--- config.mk ---
export PLATFORM = sky130hd
export DESIGN_NAME = rvc_asap_5pl_cr_master
export DESIGN_NICKNAME = d
export VERILOG_FILES = /design/src/rtl/rvc_asap_5pl_cr_master.sv
export SDC_FILE = /design/constraint.sdc
export NUM_CORES = 1
export LEC_CHECK = 0
export CAP_MARGIN = 25
export CORE_ASPECT_RATIO = 1.4
export CORE_MARGIN = 4
export CORE_UTILIZATION = 30
export CTS_BUF_LIST = sky130_fd_sc_hd__clkbuf_16
export DETAILED_ROUTE_END_ITERATION = 10
export GPL_ROUTABILITY_DRIVEN = 0
export SYNTH_ARGS = -nofsm -noshare
export SYNTH_HDL_FRONTEND = slang
export SYNTH_SLANG_ARGS = --single-unit
--- constraint.sdc ---
create_clock -name clk_i -period 15.8 [get_ports clk_i]
set_input_delay 2.37 -clock clk_i [delete_from_list [all_inputs] [get_ports clk_i]]
set_output_delay 2.37 -clock clk_i [all_outputs]
set_load 0.005 [all_outputs]
--- src/rtl/rvc_asap_5pl_cr_master.sv ---
// CR memory initiator: issues core loads/stores as registered CR strobes and
// returns read data in order through a credit-limited response FIFO.
module rvc_asap_5pl_cr_master #(
   parameter int unsigned RD_LATENCY = 1,
   parameter int unsigned RSP_DEPTH  = 4
) (
   input  logic        clk_i,
   input  logic        rst_i,
   input  logic        req_valid_i,
   output logic        req_ready_o,
   input  logic        req_wr_i,
   input  logic [31:0] req_addr_i,
   input  logic [31:0] req_wdata_i,
   output logic        rsp_valid_o,
   input  logic        rsp_ready_i,
   output logic [31:0] rsp_rdata_o,
   output logic [31:0] cr_address_o,
   output logic [31:0] cr_data_o,
   output logic        cr_wren_o,
   output logic        cr_rden_o,
   input  logic [31:0] cr_q_i,
   output logic        busy_o
);

   localparam int unsigned CW = $clog2(RSP_DEPTH) + 1;
   localparam int unsigned AW = $clog2(RSP_DEPTH);
   localparam logic [CW-1:0] DEPTH_C = CW'(RSP_DEPTH);
   localparam logic [CW-1:0] LAST_C  = CW'(RSP_DEPTH - 1);

   logic [CW-1:0] inflight_q, inflight_d;
   logic          accept, rd_accept, fifo_push, fifo_pop;

   logic          cr_wren_q, cr_rden_q;
   logic [31:0]   cr_address_q, cr_data_q;
   logic [RD_LATENCY-1:0] lat_q;

   logic [31:0]   fifo_mem_q [RSP_DEPTH];
   logic [CW-1:0] wr_ptr_q, rd_ptr_q, fifo_count_q;

   function automatic logic [CW-1:0] incPtr(input logic [CW-1:0] p);
      return (p == LAST_C) ? '0 : p + CW'(1);
   endfunction

   // Credits cover every read from accept until its response is popped, so
   // the FIFO can never be pushed while full.
   assign req_ready_o = (inflight_q < DEPTH_C);
   assign accept      = req_valid_i & req_ready_o;
   assign rd_accept   = accept & ~req_wr_i;
   assign fifo_push   = lat_q[RD_LATENCY-1];
   assign rsp_valid_o = (fifo_count_q != '0);
   assign fifo_pop    = rsp_valid_o & rsp_ready_i;

   always_comb begin
      inflight_d = inflight_q;
      case ({rd_accept, fifo_pop})
         2'b10:   inflight_d = inflight_q + CW'(1);
         2'b01:   inflight_d = inflight_q - CW'(1);
         default: inflight_d = inflight_q;
      endcase
   end

   always_ff @(posedge clk_i or posedge rst_i) begin
      if (rst_i) begin
         inflight_q   <= '0;
         cr_wren_q    <= 1'b0;
         cr_rden_q    <= 1'b0;
         cr_address_q <= '0;
         cr_data_q    <= '0;
         lat_q        <= '0;
      end else begin
         inflight_q <= inflight_d;
         cr_wren_q  <= accept & req_wr_i;
         cr_rden_q  <= rd_accept;
         if (accept) begin
            cr_address_q <= req_addr_i;
            cr_data_q    <= req_wr_i ? req_wdata_i : '0;
         end
         lat_q[0] <= cr_rden_q;
         for (int i = 1; i < int'(RD_LATENCY); i++) begin
            lat_q[i] <= lat_q[i-1];
         end
      end
   end

   always_ff @(posedge clk_i or posedge rst_i) begin
      if (rst_i) begin
         for (int i = 0; i < int'(RSP_DEPTH); i++) begin
            fifo_mem_q[i] <= '0;
         end
         wr_ptr_q     <= '0;
         rd_ptr_q     <= '0;
         fifo_count_q <= '0;
      end else begin
         if (fifo_push) begin
            fifo_mem_q[wr_ptr_q[AW-1:0]] <= cr_q_i;
            wr_ptr_q <= incPtr(wr_ptr_q);
         end
         if (fifo_pop) begin
            rd_ptr_q <= incPtr(rd_ptr_q);
         end
         case ({fifo_push, fifo_pop})
            2'b10:   fifo_count_q <= fifo_count_q + CW'(1);
            2'b01:   fifo_count_q <= fifo_count_q - CW'(1);
            default: fifo_count_q <= fifo_count_q;
         endcase
      end
   end

   assign rsp_rdata_o  = fifo_mem_q[rd_ptr_q[AW-1:0]];
   assign cr_address_o = cr_address_q;
   assign cr_data_o    = cr_data_q;
   assign cr_wren_o    = cr_wren_q;
   assign cr_rden_o    = cr_rden_q;
   assign busy_o       = (inflight_q != '0);

endmodule

==> impl_metrics.tcl <==
set metrics [dict create \
    hold-path-endpoint "fifo_push" \
    slew_headroom_pct 36.26 \
    synthArstFlopShare_pct 100.0 \
    hpwl_um 13280 \
    grt_max_degree 135 \
    holdPathStages 0 \
    initial_core_util_pct 30.35 \
    rrSetupSlack_ps 13690 \
    max-vdd-ir-drop_uv 135.3 \
    final_nets 894 \
    max_freq_mhz 193.8 \
    grt_pass1_wl_um 34260 \
    synth.avg_cell_area_um2 15.88 \
    crit_type "register to output port" \
    rows 76 \
    cts_buffers 24 \
    timing.final.crit_share_pct 32.66 \
    synthesis.area_um2 9323 \
    r2r_end "inflight_q[2]" \
    drt-initial-drc-count 124 \
    die_x_um 157.0 \
    grt_pass1_vias 6004 \
    clock_latency_ps 520 \
    root_buffer "clkbuf_16" \
    drt.antenna.violating_nets 0 \
    ys_types 32 \
    cts_sinks 207 \
    drt-total-wl_um 21160 \
    ys_ff_latch 207 \
    p_per_area_nw_per_um2 202.6 \
    critical_path_required_ps 13430 \
    finalSetupViolCount 0 \
    hold_buffers 0 \
    coreArea_um2 30710 \
    clock_path_buffers 3 \
    dominantRegCellSynth "dfrtp_1" \
    io_buffers 201 \
    cts.repair.resized 0 \
    skew_ps 13.56 \
    layout-drive-gt1-share_pct 29.79 \
    final_max_slew_viol_count 0 \
    cp-start-kind "register" \
    finalCriticalPeriod_ps 5160 \
    hold_class "register to register" \
    dpl_cell_area_um2 11530 \
    path_clk_slew_ps 60 \
    tns_ps 0 \
    path_max_fanout 22 \
    r2r_cells 9 \
    status "completed" \
    syn-num-nets 697 \
    track_usage_pct 12.56 \
    tightest_slew_ps 956.2 \
    synth_edf_count 0 \
    vias 5314 \
    critPathCaptureType "output port" \
    ioPinCount 202 \
    cap_violations 0 \
    n_antenna_cell 0 \
    tritoncts "done" \
    cts_setup_buffers 0 \
    p_leak_nw 5.636 \
    ys_seq_area_share_pct 55.56 \
    via_per_inst 4.469 \
    design_area_um2 12360 \
    antenna_found_initial 0 \
    worstPathArrival_ps 2790 \
    drt_pre_antenna_iters 4 \
    htreeDepth 1 \
    area_growth_pct 32.55 \
    die_y_um 216.6 \
    finalHoldViolations 0 \
    rsz0062_at_grt "false" \
    min_from "cr_rden_o" \
    overflow 0 \
    die-area_um2 34000 \
    crit-reg2reg-launch "inflight_q[2]" \
    yosys_warnings 0 \
    drc_errors 0 \
    wl_per_cell_um 17.80 \
    postSynthCellCount 587 \
]
## power by group
| group | switching (W) | total [W] | internal [W] |
|---|---|---|---|
| Combinational | 0.000296 | 0.00101 | 0.000713 |
| Clock | 0.000216 | 0.000533 | 0.000317 |
| Sequential | 0.000171 | 0.000962 | 0.000791 |
| Total | 0.000683 | 0.00250 | 0.00182 |
## cell type report
type | instances | area (µm²)
Sequential cell | 207 | 5182
Inverter | 14 | 60.06
Timing Repair Buffer | 207 | 2110
Tap cell | 390 | 488.0
Clock buffer | 25 | 625.6
Fill cell | 2886 | 18360
Clock inverter | 16 | 126.4
Multi-Input combinational cell | 330 | 3765
## state kept, by name, indices dropped and copies added (netlist names)
| signal | flops |
|---|---|
| cr_address_o | 32 |
| cr_data_o | 32 |
| cr_rden_o | 1 |
| cr_wren_o | 1 |
| fifo_count_q | 3 |
| fifo_mem_q | 128 |
| fifo_push | 1 |
| inflight_q | 3 |
| rd_ptr_q | 3 |
| wr_ptr_q | 3 |
## through the flow
step           instances  util [%]  power, W  hold slack [ps]  setup slack, ps
5_1_grt             1189     40.23  0.002675            385.5            10410
3_3_place_gp        1145     37.54  0.001972            365.5            10910
3_5_place_dp        1145     37.54  0.001990            364.9            10870
4_1_cts             1186     39.99  0.002549            376.9            10510
2_1_floorplan        587         -  0.001536            375.7             7778
6_report            1189     40.23  0.002504            371.9            10640
## worst max-delay path, stage by stage (launching register included)
cell and delay, ps:
dfrtp_2 650, buf_4 500, mux4_1 650, clkdlybuf4s50_1 470
## per-layer routing
metal / track usage [%] / wire, µm / part of all wire (%)
met1: 15.44 / 8524 / 40
met2: 20.80 / 10320 / 49
met3: 4.634 / 1937 / 9.2
met4: 3.386 / 381 / 1.8
met5: 0 / 0 / 0
## layout by cell type (no fill, tap or decap), types with 2 or more instances in the layout
cell             instances
buf_4                    3
clkinv_2                 7
clkbuf_16               25
inv_1                   16
dfrtp_1                205
o21ai_0                 35
clkinv_1                 3
xnor2_1                  3
bufinv_16                2
mux4_2                  28
buf_16                   2
nand3_1                  3
fa_1                     2
mux2_4                 119
mux4_1                   4
nand2_4                  4
dfrtp_2                  2
mux2_2                  41
xor2_1                   3
clkdlybuf4s50_1        201
nor2_1                   2
ha_1                     7
nand2_1                 66
## cells by family (layout without fill, tap and decap cells)
| kind of cell | Yosys count | after routing | synth area share (%) |
|---|---|---|---|
| xor+xnor | 6 | 6 | 0.5638 |
| flops | 207 | 207 | 55.56 |
| mux | 193 | 193 | 32.12 |
| fa+ha+maj | 9 | 9 | 1.369 |
| simple gates | 83 | 83 | 3.906 |
| compound gates | 39 | 39 | 2.349 |
| buf+inv | 50 | 262 | 4.134 |
## Yosys cell counts (4+ instances only)
| cell type | count | area (µm²) |
|---|---|---|
| mux2_2 | 41 | 461.7 |
| nand2_4 | 4 | 45.04 |
| buf_2 | 5 | 25.02 |
| mux4_2 | 28 | 630.6 |
| dfrtp_1 | 207 | 5180 |
| mux2_4 | 119 | 1787 |
| clkbuf_1 | 7 | 26.28 |
| o21ai_0 | 35 | 175.2 |
| ha_1 | 7 | 87.58 |
| mux4_1 | 4 | 105.1 |
| buf_4 | 4 | 30.03 |
| inv_1 | 14 | 52.55 |
| buf_6 | 17 | 191.4 |
| nand2_1 | 66 | 247.7 |
## worst max-delay path by stage
stage	end	from
floorplan	cr_address_o[0]	rst_i
global placement	inflight_q[2]	req_valid_i
detailed placement	inflight_q[2]	req_valid_i
CTS	rsp_rdata_o[23]	rd_ptr_q[0]
global route	rsp_rdata_o[23]	rd_ptr_q[0]
finish	rsp_rdata_o[23]	rd_ptr_q[0]
Power figures use the tool's default switching activity.
